$ cat src/rtl/neuron_mac_sequencer_if.sv
// Handshake and data bundle between neuron_mac_sequencer and its coefficient/sample muxes.
// The master modport is the sequencer itself; the slave modport is the surrounding datapath.
interface neuron_mac_sequencer_if #(
    parameter int Width    = 3,
    parameter int InWidth  = 8,
    parameter int AccWidth = 16
);
    logic                       start;
    logic signed [Width-1:0]    coeff_in;
    logic signed [InWidth-1:0]  x_in;
    logic [4:0]                 SEL;
    logic                       busy;
    logic                       done;
    logic signed [AccWidth-1:0] acc_out;

    modport master (
        input  start,
        input  coeff_in,
        input  x_in,
        output SEL,
        output busy,
        output done,
        output acc_out
    );

    modport slave (
        output start,
        output coeff_in,
        output x_in,
        input  SEL,
        input  busy,
        input  done,
        input  acc_out
    );
endinterface

$ cat src/rtl/neuron_mac_sequencer.sv
// Neuron dot-product engine: walks SEL over NumTaps taps, accumulates coeff_in*x_in, reports the sum.
// Optional build macro NEURON_RELU_EN clamps negative results to zero at the output register.
module neuron_mac_sequencer #(
    parameter int Width    = 3,
    parameter int InWidth  = 8,
    parameter int AccWidth = 16,
    parameter int NumTaps  = 32
) (
    input  logic                  clk,
    input  logic                  rst_n,
    neuron_mac_sequencer_if.master bus
);
    localparam int PW = Width + InWidth;

    // State bits double as the busy/done decodes so those outputs come straight off flops.
    localparam logic [1:0] ST_IDLE = 2'b00;
    localparam logic [1:0] ST_RUN  = 2'b01;
    localparam logic [1:0] ST_DONE = 2'b10;

    localparam logic [4:0] LAST_SEL = 5'(NumTaps - 1);

    logic [1:0]                 state_r;
    logic [1:0]                 state_nxt_s;
    logic [4:0]                 sel_r;
    logic [4:0]                 sel_nxt_s;
    logic signed [AccWidth-1:0] acc_r;
    logic signed [AccWidth-1:0] acc_nxt_s;
    logic signed [AccWidth-1:0] acc_out_r;
    logic signed [AccWidth-1:0] acc_out_nxt_s;

    logic signed [PW-1:0]       coeff_ext_s;
    logic signed [PW-1:0]       x_ext_s;
    logic signed [PW-1:0]       product_s;
    logic signed [AccWidth-1:0] product_ext_s;
    logic signed [AccWidth-1:0] sum_s;
    logic signed [AccWidth-1:0] result_s;

    // Full-precision signed product, sign-extended into the accumulator width.
    assign coeff_ext_s   = {{InWidth{bus.coeff_in[Width-1]}}, bus.coeff_in};
    assign x_ext_s       = {{Width{bus.x_in[InWidth-1]}}, bus.x_in};
    assign product_s     = coeff_ext_s * x_ext_s;
    assign product_ext_s = {{(AccWidth-PW){product_s[PW-1]}}, product_s};
    assign sum_s         = acc_r + product_ext_s;

    // Output activation applied only to the value captured into acc_out.
`ifdef NEURON_RELU_EN
    assign result_s = sum_s[AccWidth-1] ? {AccWidth{1'b0}} : sum_s;
`else
    assign result_s = sum_s;
`endif

    // Next-state, tap index and accumulator update for the IDLE/RUN/DONE sequence.
    always_comb begin
        state_nxt_s   = state_r;
        sel_nxt_s     = sel_r;
        acc_nxt_s     = acc_r;
        acc_out_nxt_s = acc_out_r;
        case (state_r)
            ST_IDLE, ST_DONE: begin
                sel_nxt_s = 5'd0;
                if (bus.start) begin
                    state_nxt_s = ST_RUN;
                    acc_nxt_s   = {AccWidth{1'b0}};
                end else begin
                    state_nxt_s = ST_IDLE;
                end
            end
            ST_RUN: begin
                acc_nxt_s = sum_s;
                if (sel_r == LAST_SEL) begin
                    acc_out_nxt_s = result_s;
                    sel_nxt_s     = 5'd0;
                    state_nxt_s   = ST_DONE;
                end else begin
                    sel_nxt_s     = sel_r + 5'd1;
                    state_nxt_s   = ST_RUN;
                end
            end
            default: begin
                state_nxt_s = ST_IDLE;
                sel_nxt_s   = 5'd0;
                acc_nxt_s   = {AccWidth{1'b0}};
            end
        endcase
    end

    // Sequencer registers with asynchronous clear; a mid-run reset discards the partial sum.
    always_ff @(posedge clk or negedge rst_n) begin
        if (!rst_n) begin
            state_r   <= ST_IDLE;
            sel_r     <= 5'd0;
            acc_r     <= {AccWidth{1'b0}};
            acc_out_r <= {AccWidth{1'b0}};
        end else begin
            state_r   <= state_nxt_s;
            sel_r     <= sel_nxt_s;
            acc_r     <= acc_nxt_s;
            acc_out_r <= acc_out_nxt_s;
        end
    end

    assign bus.SEL     = sel_r;
    assign bus.busy    = state_r[0];
    assign bus.done    = state_r[1];
    assign bus.acc_out = acc_out_r;

endmodule

$ cat src/flat_wrapper.sv
// flat-port wrapper written by rule: the top's interface ports become plain ports
module neuron_mac_sequencer_flat 
#(
    parameter int Width    = 3,
    parameter int InWidth  = 8,
    parameter int AccWidth = 16,
    parameter int NumTaps  = 32
)
  (clk, rst_n, bus_start, bus_coeff_in, bus_x_in, bus_SEL, bus_busy, bus_done, bus_acc_out);
  neuron_mac_sequencer_if #(.Width(Width), .InWidth(InWidth), .AccWidth(AccWidth)) bus_i ();
  input  logic clk;
  input  logic rst_n;
  input wire logic [$bits(bus_i.start)-1:0] bus_start;
  input wire logic [$bits(bus_i.coeff_in)-1:0] bus_coeff_in;
  input wire logic [$bits(bus_i.x_in)-1:0] bus_x_in;
  output wire logic [$bits(bus_i.SEL)-1:0] bus_SEL;
  output wire logic [$bits(bus_i.busy)-1:0] bus_busy;
  output wire logic [$bits(bus_i.done)-1:0] bus_done;
  output wire logic [$bits(bus_i.acc_out)-1:0] bus_acc_out;
  assign bus_i.start = bus_start;
  assign bus_i.coeff_in = bus_coeff_in;
  assign bus_i.x_in = bus_x_in;
  assign bus_SEL = bus_i.SEL;
  assign bus_busy = bus_i.busy;
  assign bus_done = bus_i.done;
  assign bus_acc_out = bus_i.acc_out;
  neuron_mac_sequencer #(.Width(Width), .InWidth(InWidth), .AccWidth(AccWidth), .NumTaps(NumTaps)) u_core (.clk(clk), .rst_n(rst_n), .bus(bus_i));
endmodule
$ cat config.mk
export PLATFORM = sky130hd
export DESIGN_NAME = neuron_mac_sequencer_flat
export DESIGN_NICKNAME = d
export VERILOG_FILES = /design/src/rtl/neuron_mac_sequencer_if.sv /design/src/rtl/neuron_mac_sequencer.sv /design/src/flat_wrapper.sv
export SDC_FILE = /design/constraint.sdc
export NUM_CORES = 1
export LEC_CHECK = 0
export ABC_AREA = 1
export CAP_MARGIN = 20
export CORE_UTILIZATION = 55
export DETAILED_ROUTE_END_ITERATION = 10
export GPL_TIMING_DRIVEN = 0
export PLACE_DENSITY = 0.79
export RECOVER_POWER = 100
export SKIP_LAST_GASP = 1
export SYNTH_ARGS = -nofsm -noshare
export SYNTH_HDL_FRONTEND = slang
export SYNTH_SLANG_ARGS = --single-unit
$ cat constraint.sdc
create_clock -name clk -period 3.75 [get_ports clk]
set_clock_uncertainty 0.2 [all_clocks]
set_input_delay 0.75 -clock clk [delete_from_list [all_inputs] [get_ports clk]]
set_output_delay 0.75 -clock clk [all_outputs]
set_load 0.01 [all_outputs]
==> flow_summary.json, run 1 <==
{
  "status": "finished, violations left",
  "violations": "max-capacitance violations, max-slew violations, negative setup slack",
  "core_mm2": 0.00557,
  "worstSetupPathType": "primary input to flop",
  "power_frac_clock_pct": 8.1,
  "dieArea_mm2": 0.00614,
  "grt_max_degree": 40,
  "area_growth_pct": 30.8,
  "cts_max_level": 2,
  "initial_core_util_pct": 57.5,
  "syn-cell-area_mm2": 0.00320,
  "synth_area_per_cell_um2": 7.87,
  "place_hpwl_um": 5430,
  "irDropWorstVdd_v": 0.000748,
  "switching_share_pct": 48.6,
  "multi_input_area_mm2": 0.00224,
  "num_antenna_cells": 0,
  "nets": 526,
  "regToRegSetupSlack_ps": 900,
  "fin_crit_ps": 3990,
  "num_rows": 27,
  "p_leak_uw": 0.00222,
  "cts_num_sinks": 39,
  "crit_family": "adder cells",
  "worst_slew_pin_slew_ps": 2100,
  "numPortBuffers": 34,
  "seqPwrFrac_pct": 17.6,
  "track_usage_pct": 25.7,
  "clk_latency_ps": 300,
  "p_int_uw": 2280,
  "final_cell_mix": "nand2_1, inv_1, dfrtp_1",
  "final_area_mm2": 0.00419,
  "worst_slack_ps": -242,
  "switchingPower_uw": 2160,
  "synth_nets": 476,
  "pwr-share-comb_pct": 74.3,
  "place.gp.congestion": 0.933,
  "required_ps": 3710,
  "ys_ff_latch": 39,
  "drive_gt1_share_pct": 19.9,
  "finalCritPeriodShare_pct": 106,
  "hold_viol_final": 0,
  "routed_via_density": 5.27,
  "synthCells": 407,
  "fmax_ghz": 0.251,
  "crit_path_start_kind": "primary input",
  "layout_commonest_cell": "nand2_1",
  "relSlewSlack_pct": -39.7,
  "routedWlPerCell_um": 15.1,
  "path_clk_slew_ps": 80,
  "tns_ps": -2200,
  "grt_pass1_vias": 2738,
  "setup_viol": 20,
  "rsz0062_at_grt": "yes",
  "critPathCaptureType": "flop",
  "p_per_area_mw_per_mm2": 1060,
  "fillers": 399,
  "place_area_mm2": 0.00366,
  "maxCapViolCount": 1,
  "die_y_um": 78.3,
  "final_cell_count_no_fill": 530,
  "die_w_um": 78.3,
  "firstDrtPassIters": 4,
  "root_buffer": "clkbuf_8",
  "seqCellArea_um2": 976,
  "cts-buffers-inserted": 5,
  "dr.first_iter.drc_count": 186,
  "crit_buf_inv": 5,
  "max_stage_delay_ps": 520,
  "ios": 37,
  "crit_slowest_cell": "fa_1",
  "slew_viol_final": 40,
  "cts_tree": "yes",
  "antenna_left": 0,
  "arrival_ps": 3960,
  "yosysWarnings": 0,
  "finalWirelength_um": 8020,
  "antenna_found_initial": 0,
  "min_path_type": "flop to flop",
  "clockBufferDepth": 2,
  "num_vias": 2793,
  "placedCellCount": 513,
  "overflow": 0,
  "path_cells": "buf_8 > clkinvlp_4 > or2_4 > fa_1 > inv_2 > fa_1 > inv_2 > fa_1 > inv_2 > ha_4 > fa_2 > nand3_2 > nand3_4 > nand2_2 > nand2_2 > xnor2_2 > o21ai_1",
  "grt_pass1_wl_um": 12100,
  "ys_seq_area_share_pct": 30.5,
  "critPathMaxFanout": 4,
  "ys_types": 26,
  "drcViolationCount": 0
}
-- final timing paths --
kind / startpoint / endpoint / depth (start not counted)
max in group asynchronous: rst_n / u_core.acc_r[15] / 1
hold / removal: u_core.bus.acc_out[7] / u_core.bus.acc_out[7] / 2
setup / recovery: bus_coeff_in[2] / u_core.acc_r[10] / 17
setup reg to reg: u_core.acc_r[9] / u_core.acc_r[10] / 11
hold reg to reg: u_core.bus.acc_out[7] / u_core.bus.acc_out[7] / 2
min in group asynchronous: rst_n / u_core.bus.acc_out[12] / 1
-- timing repair --
item                                   CTS  global route
gates resized for setup                 39            40
hold buffers                             0             0
pin swaps                               14            16
setup buffers                            5             5
setup endpoints to repair               28            24
endpoints found under the hold margin    0             0
-- per-layer routing --
metal  track usage [%]  vias to the layer above  routed length [um]
met4              11.7                        0                 302
li1                  -                     1332                   -
met3              3.60                       29                 380
met1              31.6                     1327                3300
met2              44.7                      105                4030
met5                 0                        -                   0
-- per-stage QoR --
stage / power, uW / hold WS [ps] / setup WS (ps) / util [%]
after floorplan: 2440 / 249 / -336 / -
after CTS: 3890 / 295 / -191 / 71.2
final: 4440 / 285 / -242 / 75.2
after detailed placement: 3170 / 264 / -1320 / 65.7
after global routing: 4770 / 302 / -351 / 75.2
after global placement: 3090 / 269 / -1250 / 65.8
-- kinds of logic (layout without fill, tap and decap cells) --
logic type / after synthesis / count (layout) / synth area share, %
AND/OR/NAND/NOR: 183 / 183 / 23.8
buffers and inverters: 93 / 144 / 11.5
adder cells (fa/ha/maj): 55 / 55 / 26.6
flip-flops: 39 / 39 / 30.5
AO/OA/AOI/OAI: 27 / 27 / 4.88
XOR/XNOR: 10 / 10 / 2.73
-- registers in the layout (all words and copies together), names as in the netlist --
register	cells
u_core.acc_r	16
u_core.bus.acc_out	16
u_core.bus.SEL	5
u_core.state_r	2
-- layout make-up --
type,instances,area share (%)
clock buffer,5,1.64
sequential,39,23.3
clock inverter,3,1.04
inverter,86,7.94
multi-input combinational,275,53.5
buffer,7,0.866
timing repair buffer,43,9.61
tap,72,2.15
-- synthesized netlist by cell type --
cell type	count	area, um2
clkbuf_1	5	18.8
nand2_1	129	484
buf_6	2	22.5
inv_4	2	12.5
nand3_1	23	115
or2_2	2	12.5
nand4_1	3	18.8
o21ai_1	4	20.0
nor2_8	1	20.0
dfrtp_1	39	976
a21oi_1	8	40.0
ha_1	33	413
a22o_1	1	8.76
xor2_1	3	26.3
nor2_4	1	11.3
nand3b_1	1	7.51
o22ai_1	2	12.5
inv_2	1	3.75
nand2_2	1	6.26
xnor2_1	7	61.3
nor3b_1	1	7.51
inv_1	83	312
o21ai_0	8	40.0
o21ai_2	4	35.0
fa_1	22	440
nor2_1	21	78.8
-- power by group through the flow --
stage / combinational, uW / sequential [uW] / clock, uW
after floorplan: 1620 / 820 / 0
after global placement: 2300 / 785 / 0
after detailed placement: 2380 / 792 / 0
after CTS: 2740 / 786 / 362
after global routing: 3590 / 805 / 377
final: 3300 / 782 / 357
-- worst reg2reg max path, cell delays in order (launching register included) --
cell and delay [ps]:
dfrtp_1 400, inv_1 80, fa_1 530, inv_1 40, ha_1 330, ha_4 290, nand2_1 130, inv_1 100
a21oi_1 200, nand2_2 100, xnor2_2 220, o21ai_1 90
Note: power is estimated with default switching activity, not from simulation.
==> run 2: changes to the inputs <==
GPL_ROUTABILITY_DRIVEN = 0   (was not set)
GPL_TIMING_DRIVEN = not set   (was 0)
==> flow_summary.json, run 2 (synthesis results as in run 1) <==
{
  "place_hpwl_um": 5520,
  "routedWlPerCell_um": 14.8,
  "worstSetupPathType": "primary input to flop",
  "rsz0062_at_grt": "yes",
  "hold_viol_final": 0,
  "core_mm2": 0.00557,
  "die_w_um": 78.3,
  "grt_max_degree": 40,
  "switching_share_pct": 46.5,
  "crit_start": "bus_coeff_in[2]",
  "final_cell_mix": "nand2_1, inv_1, dfrtp_1",
  "grt_pass1_wl_um": 12600,
  "num_antenna_cells": 0,
  "worst_slack_ps": -193,
  "fmax_ghz": 0.254,
  "p_per_area_mw_per_mm2": 1070,
  "required_ps": 3730,
  "maxCapViolCount": 1,
  "nets": 540,
  "path_cells": "buf_8 > clkinvlp_4 > or2_4 > fa_1 > inv_2 > fa_1 > inv_2 > fa_1 > inv_2 > ha_4 > fa_2 > nand3_2 > nand3_4 > nand2_2 > nand2_2 > xnor2_2 > o21ai_1",
  "dr.first_iter.drc_count": 145,
  "crit_buf_inv": 5,
  "die_y_um": 78.3,
  "status": "finished, violations left",
  "grt_pass1_vias": 2814,
  "crit_slowest_cell": "fa_1",
  "routed_via_density": 5.18,
  "overflow": 0,
  "fillers": 363,
  "violations": "max-capacitance violations, max-slew violations, negative setup slack",
  "drive_gt1_share_pct": 25.4,
  "critPathCaptureType": "flop",
  "slew_viol_final": 40,
  "clockBufferDepth": 2,
  "root_buffer": "clkbuf_8",
  "pwr-share-comb_pct": 77.5,
  "numPortBuffers": 36,
  "layout_commonest_cell": "nand2_1",
  "crit_family": "adder cells",
  "p_leak_uw": 0.00231,
  "critPathMaxFanout": 4,
  "hold_buffers": 0,
  "min_path_type": "flop to flop",
  "antenna_left": 0,
  "r2r-start": "u_core.acc_r[7]",
  "switchingPower_uw": 2230,
  "num_rows": 27,
  "drcViolationCount": 0,
  "cts_max_level": 2,
  "setup_viol": 22,
  "cts_num_sinks": 39,
  "place_ws_ps": -1030,
  "hp-start": "u_core.bus.acc_out[13]",
  "cts_tree": "yes",
  "cts-buffers-inserted": 5,
  "track_usage_pct": 26.9,
  "ios": 37,
  "worst_slew_pin_slew_ps": 2090,
  "seqPwrFrac_pct": 16.6,
  "firstDrtPassIters": 4,
  "area_growth_pct": 39.9,
  "arrival_ps": 3930,
  "path_clk_slew_ps": 80,
  "finalCritPeriodShare_pct": 105,
  "dieArea_mm2": 0.00614,
  "irDropWorstVdd_v": 0.000674,
  "finalWirelength_um": 8040,
  "p_int_uw": 2570,
  "max_stage_delay_ps": 510,
  "antenna_found_initial": 0,
  "power_frac_clock_pct": 5.9,
  "tns_ps": -1940,
  "num_vias": 2820,
  "crit_path_start_kind": "primary input",
  "clk_latency_ps": 300,
  "initial_core_util_pct": 57.5,
  "relSlewSlack_pct": -39.3,
  "fin_crit_ps": 3940
}
-- run 2: changes by cell type in the layout (fill, tap and decap cells not counted), sizes merged --
| cell | before | now |
|---|---|---|
| dlygate4sd2 | 1 | 2 |
| dlygate4sd3 | 24 | 0 |
| bufinv | 1 | 0 |
| clkinv | 2 | 1 |
| buf | 12 | 30 |
| clkdlybuf4s15 | 1 | 2 |
| clkbuf | 12 | 7 |
| inv | 84 | 85 |
| clkdlybuf4s50 | 4 | 28 |
-- run 2: worst paths after layout --
check / depth (start not counted) / end / slack [ps]
max: 17 / u_core.acc_r[10] / -190
min: 2 / u_core.bus.acc_out[13] / 280
max reg2reg: 9 / u_core.acc_r[10] / 1060
min reg2reg: 2 / u_core.bus.acc_out[13] / 280
max in group asynchronous: 1 / u_core.acc_r[12] / 1300
min in group asynchronous: 1 / u_core.bus.acc_out[13] / 850
-- run 2: timing repair --
action / CTS / global route
gates resized for setup: 61 / 45
setup buffers: 3 / 2
pin swaps: 31 / 41
setup endpoints to repair: 26 / 25
-- run 2: power groups by stage --
stage               clock network [uW]  logic [uW]  registers (uW)
floorplan                            0        1620             820
global placement                     0        2530             793
detailed placement                   0        2610             796
CTS                                281        3130             792
global route                       300        4070             821
finish                             281        3720             797
-- run 2: layout make-up --
class | count | area (um2) | area share [%]
multi-input combinational | 275 | 2420 | 53.9
clock buffer | 6 | 72.6 | 1.62
tap | 72 | 90.1 | 2.01
inverter | 86 | 334 | 7.45
sequential | 39 | 976 | 21.8
timing repair buffer | 64 | 579 | 12.9
clock inverter | 2 | 12.5 | 0.279
-- run 2: metrics by stage --
step	util (%)	hold slack [ps]	area [um2]	cells	power, uW
2_1_floorplan	-	249	3240	407	2440
3_3_place_gp	68.7	269	3830	533	3320
3_5_place_dp	68.7	264	3830	533	3410
4_1_cts	75.0	287	4180	543	4200
5_1_grt	80.4	303	4480	544	5190
6_report	80.4	285	4480	544	4800
-- run 2: per-layer routing --
layer,part of all wire (%),wire length (um),global-route usage [%]
met2,52,4170,47.1
met3,4.1,326,3.26
met1,40,3250,32.7
met5,0,0,0
met4,3.6,293,13.3
-- run 2: worst min-delay path, stage by stage, from the launching register on --
cell	delay [ps]
dfrtp_1	350
nand2_1	50
nand2_1	50
==> patch: new RTL, settings of run 2 <==
Build with the macro `NEURON_RELU_EN` defined.
--- a/src/rtl/neuron_mac_sequencer.sv
+++ b/src/rtl/neuron_mac_sequencer.sv
@@ -1,5 +1,7 @@
 // Neuron dot-product engine: walks SEL over NumTaps taps, accumulates coeff_in*x_in, reports the sum.
 // Optional build macro NEURON_RELU_EN clamps negative results to zero at the output register.
+`define NEURON_RELU_EN
+
 module neuron_mac_sequencer #(
     parameter int Width    = 3,
     parameter int InWidth  = 8,
Behaviour: same outputs for any inputs over 10 cycles, from zero or initial values and one cycle with rst_n low; that may be too few to reach the edited logic, so the function may still have changed.
==> patch against run 2 <==
The run still ends with capacitance limit, slew limit, setup timing left; sequential cell count down 1; worst setup slack improved by 0.15 ns; global-route usage rose by 3.3 points; via count grew 8.5%; synthesized area is 2.9% higher; wire length up 16%; cell count is 1.7% higher; non-clock buffer count rose by 10; count of clock-buffer cells in the layout is the same; design area rose by 2.6%; largest cell class unchanged; highest routed layer unchanged.
Power is left out: the tool's default activity adds up to more than one toggle a clock period on the data nets, which glitch-free logic cannot reach.
==> patch: results (changes against run 2) <==
• 1 — Max-Cap Viols, unchanged
• 30.2% — GRT Total Usage, was 26.9%
• 3650 um — routed metal-1 wire length, was 3250 um
• 30.1% — proportion of layout cells with a drive suffix above 1, was 25.4%
• 660 um — routed length on met3, was 326 um
• 316 — Fillers, was 363
• 54.0% — met2 Usage GRT, was 47.1%
• 15 — worst reg2reg path depth, was 9
• 4.23% — met3 layer usage reported by global route, was 3.26%
• dfrtp_1 (29%), nand2_1 (14%), fa_1 (13%) — largest cells by area after synthesis, was dfrtp_1 (30%), nand2_1 (15%), fa_1 (14%)
• 8 — number of iterations in the first detailed-routing pass, was 4
• 4110 um2 — Cell Area, Placed, was 3830 um2
• u_core.bus.acc_out[12] — Hold Path End, was u_core.bus.acc_out[13]
• 549 — net total in the final layout, was 540
• nand2_1 (122), inv_1 (76), dfrtp_1 (38) — top cells by instance count after synthesis, was nand2_1 (129), inv_1 (83), dfrtp_1 (39)
• 28.9% — sequential share of the synthesized area, was 30.5%
• -0.0468 ns — Final Worst Setup Slack, was -0.193 ns
• 5.53 — via density per instance, was 5.18
• 39 — Max Transition Viols Final, was 40
• 477 — net count after synthesis, was 476
• 7 — final number of setup-violating endpoints, was 22
• u_core.acc_r[10] — Worst R2R Start, was u_core.acc_r[7]
• 3.83 ns — endpoint arrival time on the critical path, was 3.93 ns
• capacitance limit, slew limit, setup timing — violated checks, unchanged
• finished, violations left — run status, unchanged
• 2.07 ns — slew at the pin closest to its max-slew limit, was 2.09 ns
• 0.83 ns — Reg2Reg Setup Slack, was 1.06 ns
• 39 — pin count of the biggest net entering global routing, was 40
• 3,128 — vias in the first global route, was 2,814
• 9300 um — aggregate routed wire length, was 8040 um
• 170 — violation count after the first detailed-route iteration, was 145
• u_core.bus.acc_out[12] — start point of the worst min-delay path, was u_core.bus.acc_out[13]
patch: changes by cell type after synthesis, moves of 4 or more:
cell / change
nand2_1: -7
o21ai_2: -4
xnor2_1: -4
nand2_2: +4
inv_1: -7
nand3_2: +11
xor2_1: +6
a32o_1: +6
o21ai_1: -4
patch: through the flow:
step	util [%]	cells	hold slack, ns
2_1_floorplan	-	408	0.254
3_3_place_gp	72.9	545	0.263
3_5_place_dp	72.9	545	0.268
4_1_cts	79.8	553	0.289
5_1_grt	81.5	553	0.320
6_report	81.5	553	0.288
patch: area by class of cell:
class / instances / area [um2] / area share (%)
clock inverters: 2 / 12.5 / 0.272
repair buffers: 74 / 636 / 13.8
inverters: 79 / 325 / 7.07
flip-flops and latches: 38 / 951 / 20.7
well taps: 72 / 90.1 / 1.96
clock buffers: 6 / 82.6 / 1.80
multi-input cells: 282 / 2500 / 54.4
patch: timing repair:
| action | in CTS | in global routing |
|---|---|---|
| pin swaps | 28 | 16 |
| gates cloned | 1 | 0 |
| setup buffers | 0 | 1 |
| gates resized for setup | 64 | 31 |
| setup endpoints to repair | 28 | 27 |
patch: critical path, delay by kind of cell:
kind | cells | cell delay (ns)
adder cells (fa/ha/maj) | 5 | 1.96
AND/OR/NAND/NOR | 6 | 0.66
buffers and inverters | 3 | 0.19
XOR/XNOR | 1 | 0.17
AO/OA/AOI/OAI | 1 | 0.10
patch: kinds of logic after synthesis:
kind of cell / count (synthesis) / share of synthesized area [%]
flops: 38 / 28.9
fa+ha+maj: 55 / 25.9
simple gates: 192 / 26.9
buf+inv: 89 / 11.0
other cells: 1 / 0.114
compound gates: 21 / 4.10
xor+xnor: 12 / 3.19
